<file path="config.mk">
export PLATFORM = sky130hd
export DESIGN_NAME = argmax_out_15_16
export DESIGN_NICKNAME = d
export VERILOG_FILES = /design/src/rtl/nn_pkg.sv /design/src/rtl/argmax_cmp.sv /design/src/rtl/argmax_out_15_16.sv
export SDC_FILE = /design/constraint.sdc
export NUM_CORES = 1
export LEC_CHECK = 0
export BUFFER_PORTS_ARGS = -buffer_cell sky130_fd_sc_hd__buf_2
export CAP_MARGIN = 30
export CORE_ASPECT_RATIO = 2
export CORE_MARGIN = 2
export CORE_UTILIZATION = 60
export CTS_CLUSTER_SIZE = 24
export DETAILED_ROUTE_END_ITERATION = 12
export HOLD_SLACK_MARGIN = 0.1
export PLACE_DENSITY = 0.81
export SYNTH_ARGS = -nofsm -noshare
export SYNTH_HDL_FRONTEND = slang
export SYNTH_HIERARCHICAL = 1
export SYNTH_SLANG_ARGS = --single-unit
</file>
<file path="constraint.sdc">
create_clock -name clk -period 6.2 [get_ports clk]
set_clock_uncertainty 0.05 [all_clocks]
set_input_delay 1.24 -clock clk [delete_from_list [all_inputs] [get_ports clk]]
set_output_delay 1.24 -clock clk [all_outputs]
set_load 0.02 [all_outputs]
</file>
<file path="src/rtl/nn_pkg.sv">
// Shared types and helpers for the classifier datapath stages.
package nn_pkg;

  localparam int WIDTH = 16;

  typedef logic signed [WIDTH-1:0] sample_t;

  typedef enum logic {ACCUM, DONE} am_state_t;

  // Index widths must never collapse to zero bits, even for a single-entry vector.
  function automatic int clog2_min1(input int n);
    int r;
    r = $clog2(n);
    return (r < 1) ? 1 : r;
  endfunction

endpackage

</file>
<file path="src/rtl/argmax_cmp.sv">
// Combinational signed compare-and-select between the running winner and a new candidate.
// A strict greater-than keeps the earlier index on ties; 'first' forces the candidate
// to win so nothing from a previous vector can leak into a new one.
module argmax_cmp #(
  parameter int WIDTH = 16,
  parameter int IDXW  = 4
) (
  input  logic signed [WIDTH-1:0] cur_val,
  input  logic        [IDXW-1:0]  cur_idx,
  input  logic signed [WIDTH-1:0] new_val,
  input  logic        [IDXW-1:0]  new_idx,
  input  logic                    first,
  output logic signed [WIDTH-1:0] win_val,
  output logic        [IDXW-1:0]  win_idx
);
  import nn_pkg::*;

  logic take_new;

  // Pick the candidate when starting a vector or when it is strictly larger.
  always_comb begin
    take_new = first || (new_val > cur_val);
    win_val  = take_new ? new_val : cur_val;
    win_idx  = take_new ? new_idx : cur_idx;
  end

endmodule

</file>
<file path="src/rtl/argmax_out_15_16.sv">
// Final classification stage: groups L accepted samples into one vector and reports
// the index and value of its signed maximum over a valid/ready result port.
// Input readiness and result validity are decoded purely from the state register,
// so neither handshake has a combinational path back to the other side.
module argmax_out_15_16 #(
  parameter  int L     = 15,
  parameter  int WIDTH = 16,
  localparam int IDXW  = nn_pkg::clog2_min1(L)
) (
  input  logic                    clk,
  input  logic                    reset,
  input  logic signed [WIDTH-1:0] s_data_in_x,
  input  logic                    s_valid_x,
  output logic                    s_ready_x,
  output logic        [IDXW-1:0]  m_index_y,
  output logic signed [WIDTH-1:0] m_max_y,
  output logic                    m_valid_y,
  input  logic                    m_ready_y
);
  import nn_pkg::*;

  localparam logic [IDXW-1:0] LAST_IDX = IDXW'(L - 1);

  am_state_t state;
  am_state_t state_next;

  logic        [IDXW-1:0]  count;
  logic signed [WIDTH-1:0] best_val;
  logic        [IDXW-1:0]  best_idx;
  logic signed [WIDTH-1:0] win_val;
  logic        [IDXW-1:0]  win_idx;

  logic in_hs;
  logic out_hs;
  logic first_sample;
  logic last_sample;

  assign s_ready_x    = (state == ACCUM);
  assign m_valid_y    = (state == DONE);
  assign in_hs        = s_valid_x && s_ready_x;
  assign out_hs       = m_valid_y && m_ready_y;
  assign first_sample = (count == '0);
  assign last_sample  = (count == LAST_IDX);

  argmax_cmp #(
    .WIDTH (WIDTH),
    .IDXW  (IDXW)
  ) u_cmp (
    .cur_val (best_val),
    .cur_idx (best_idx),
    .new_val (s_data_in_x),
    .new_idx (count),
    .first   (first_sample),
    .win_val (win_val),
    .win_idx (win_idx)
  );

  // State register; reset drops any pending result at once.
  always_ff @(posedge clk or negedge reset) begin
    if (!reset) begin
      state <= ACCUM;
    end else begin
      state <= state_next;
    end
  end

  // Next state: finish a vector on its last sample, return once the result is taken.
  always_comb begin
    state_next = state;
    case (state)
      ACCUM:   if (in_hs && last_sample) state_next = DONE;
      DONE:    if (out_hs)               state_next = ACCUM;
      default: state_next = ACCUM;
    endcase
  end

  // Running winner and sample position within the current vector.
  always_ff @(posedge clk or negedge reset) begin
    if (!reset) begin
      count    <= '0;
      best_val <= '0;
      best_idx <= '0;
    end else if (in_hs) begin
      best_val <= win_val;
      best_idx <= win_idx;
      count    <= last_sample ? '0 : count + IDXW'(1);
    end
  end

  // Capture the final winner, including the closing sample, and hold it while DONE.
  always_ff @(posedge clk or negedge reset) begin
    if (!reset) begin
      m_max_y   <= '0;
      m_index_y <= '0;
    end else if (in_hs && last_sample) begin
      m_max_y   <= win_val;
      m_index_y <= win_idx;
    end
  end

endmodule

</file>
==> flow_summary.ini <==
[sta]
hold_viol = 0
fmax_mhz = 258
worst_pin_slew_ps = 605
maxSlewViolCount = 0
relSlewSlack_pct = 58.8
rsz0062_at_grt = false
period_share_pct = 62.6
finalSetupViolations = 0
setup_tns_ps = 0
period_minus_slack_ps = 3880

[drt]
drc_errors = 0
ant_nets = 0
post_drt_wl_per_cell_um = 15.7
routed_wl_um = 4520
first_pass_iters = 4
drtIter0Drc = 29
vias = 1599
vias_per_cell = 5.57

[power_and_ir_drop]
pwr-share-comb_pct = 49.6
p_leak_nw = 1.53
p_per_area_nw_per_um2 = 522
switching_share_pct = 35.1
p_sw_mw = 0.536
p_seq_share_pct = 33.8
peakVddDrop_mv = 0.341
p_int_mw = 0.994
clkPwrFrac_pct = 16.6

[place]
place_hpwl_um = 3380
io_buffers = 41
globalplace.congestion = 0.729
place_area_um2 = 2800
placed_cells = 279

[cts]
insertion_delay_ps = 290
numCtsBuffers = 5
cts_resized = 0
h-tree-depth = 2
clkTransAtPathRegs_ps = 80
cts_num_sinks = 45
cts-root-buf = clkbuf_8
cts_tree = built
hold_buffers = 0
clk_path_buf_depth = 2
cts_setup_buffers = 0

[die]
num_rows = 33
num_io_pins = 42
initial_utilization_pct = 61.8
fp.coreArea_um2 = 4050
dieWidth_um = 49.7
die-area_um2 = 4730
die_y_um = 95.3

[worst_setup_path]
path_cells = buf_2, ha_1, a21oi_1, nor2_1, a311o_1, a221oi_2, mux2i_4, buf_16, mux2_4, mux2_1
path_buf_inv = 2
slowest_stage = mux2i_4
path_max_fanout = 12
endpoint_kind = register
worstSetupPathType = in -> reg
startpoint_type = primary input
critPathRequiredTime_ps = 6320
worst_path_largest_cell_delay_ps = 620
crit_arrival_ps = 4000
crit_family = multiplexers

[synthesis]
synth_warnings = 6
synth_top_area_cell = dfrtp_1
synth.most_common_cell = dfrtp_1
synthesis.nets = 226
netlist_instances = 190
synth_edf_count = 0
synth_area_um2 = 2500
synth_seq_area_share_pct = 45.0
synthArstFlopShare_pct = 100
synth_top_flop_cell = dfrtp_1
synth_top_area_share_pct = 45.0
netlist-cell-type-count = 32
syn_area_per_cell_um2 = 13.2
synthTopCellsByCount = dfrtp_1, mux2_2, mux2_4
ys_ff_latch = 45
synthTopCellsByArea = dfrtp_1, mux2_2, mux2_4

[layout]
design_area_um2 = 2930
layout-drive-gt1-share_pct = 49.8
final_nets = 270
fin_cells = 287
n_antenna_cell = 0
syn_to_final_growth_pct = 17.2

[global_route]
grt_pass1_wl_um = 7770
grt_util_all_layers_pct = 21.6
grt_pass1_vias = 1738
grt_antenna_before_repair = 0
grt_max_degree = 35
overflow = 0

[worst_hold_path]
min_path_type = reg -> reg

[run_status]
outcome = finished, final reports clean

[flow_run]
cap_violations = 0
==> per-layer routing <==
layer	track usage (%)	share of wire (%)
met5	0	0
met4	9.26	1.2
met3	2.51	2.6
met2	41.3	57
met1	23.1	39
==> placed cells by master, fill, tap and decap left out, types with 2 or more instances in the layout <==
cell type / n
dfrtp_1: 45
mux2_1: 3
a21o_1: 2
clkbuf_8: 5
buf_2: 41
a21oi_1: 9
buf_8: 2
nand4_1: 2
nand2_1: 5
o21ai_0: 3
inv_1: 19
nor2_1: 3
mux2_2: 37
bufinv_16: 2
nand2b_1: 2
mux2_4: 20
ha_1: 16
==> cell families after synthesis <==
group | after synthesis | share of synthesized area [%]
flops | 45 | 45.0
compound gates | 21 | 5.65
buf+inv | 27 | 5.40
mux | 61 | 30.4
fa+ha+maj | 16 | 8.00
simple gates | 20 | 5.55
==> worst register-to-register path, delay by kind of cell, from the launching register on <==
kind | cells | cell delay [ps]
buffers and inverters | 2 | 280
flip-flops | 1 | 360
adder cells (fa/ha/maj) | 1 | 300
AND/OR/NAND/NOR | 1 | 60
AO/OA/AOI/OAI | 3 | 820
multiplexers | 3 | 1240
==> final cells by class <==
cell class	count	area, µm²
inverter	19	71.3
fill	319	1110
clock buffer	5	68.8
multi-input combinational	118	1250
sequential	45	1130
clock inverter	3	65.1
tap	52	65.1
timing repair buffer	45	283
==> through the flow <==
stage	util, %	worst slack (ps)	hold slack [ps]	total power [mW]
2_1_floorplan	-	2670	430	1.09
3_3_place_gp	67.3	1960	431	1.22
3_5_place_dp	69.2	2050	431	1.28
4_1_cts	72.5	2350	460	1.55
5_1_grt	72.5	2190	471	1.64
6_report	72.5	2320	455	1.53
==> path summary, 6_finish.rpt <==
| check | startpoint | endpoint | slack (ps) | cells past startpoint |
|---|---|---|---|---|
| max in group asynchronous | reset | best_val[13] | 4850 | 2 |
| worst min-delay path | m_index_y[2] | m_index_y[2] | 460 | 1 |
| worst max-delay path | s_data_in_x[9] | m_max_y[13] | 2320 | 10 |
| worst min register to register | m_index_y[2] | m_index_y[2] | 460 | 1 |
| min in group asynchronous | reset | m_max_y[5] | 780 | 1 |
| worst max register to register | best_val[9] | m_max_y[13] | 2960 | 10 |
==> power by group through the flow <==
stage | registers [mW] | clock network, mW | logic (mW)
CTS | 0.519 | 0.263 | 0.765
detailed placement | 0.522 | 0 | 0.758
finish | 0.517 | 0.255 | 0.759
global route | 0.538 | 0.273 | 0.825
floorplan | 0.556 | 0 | 0.530
global placement | 0.516 | 0 | 0.703
==> registers in the layout (all words and copies together) (netlist names) <==
signal / count
best_idx: 4
best_val: 16
count: 4
m_index_y: 4
m_max_y: 16
m_valid_y: 1
Note: power is estimated with default switching activity, not from simulation.
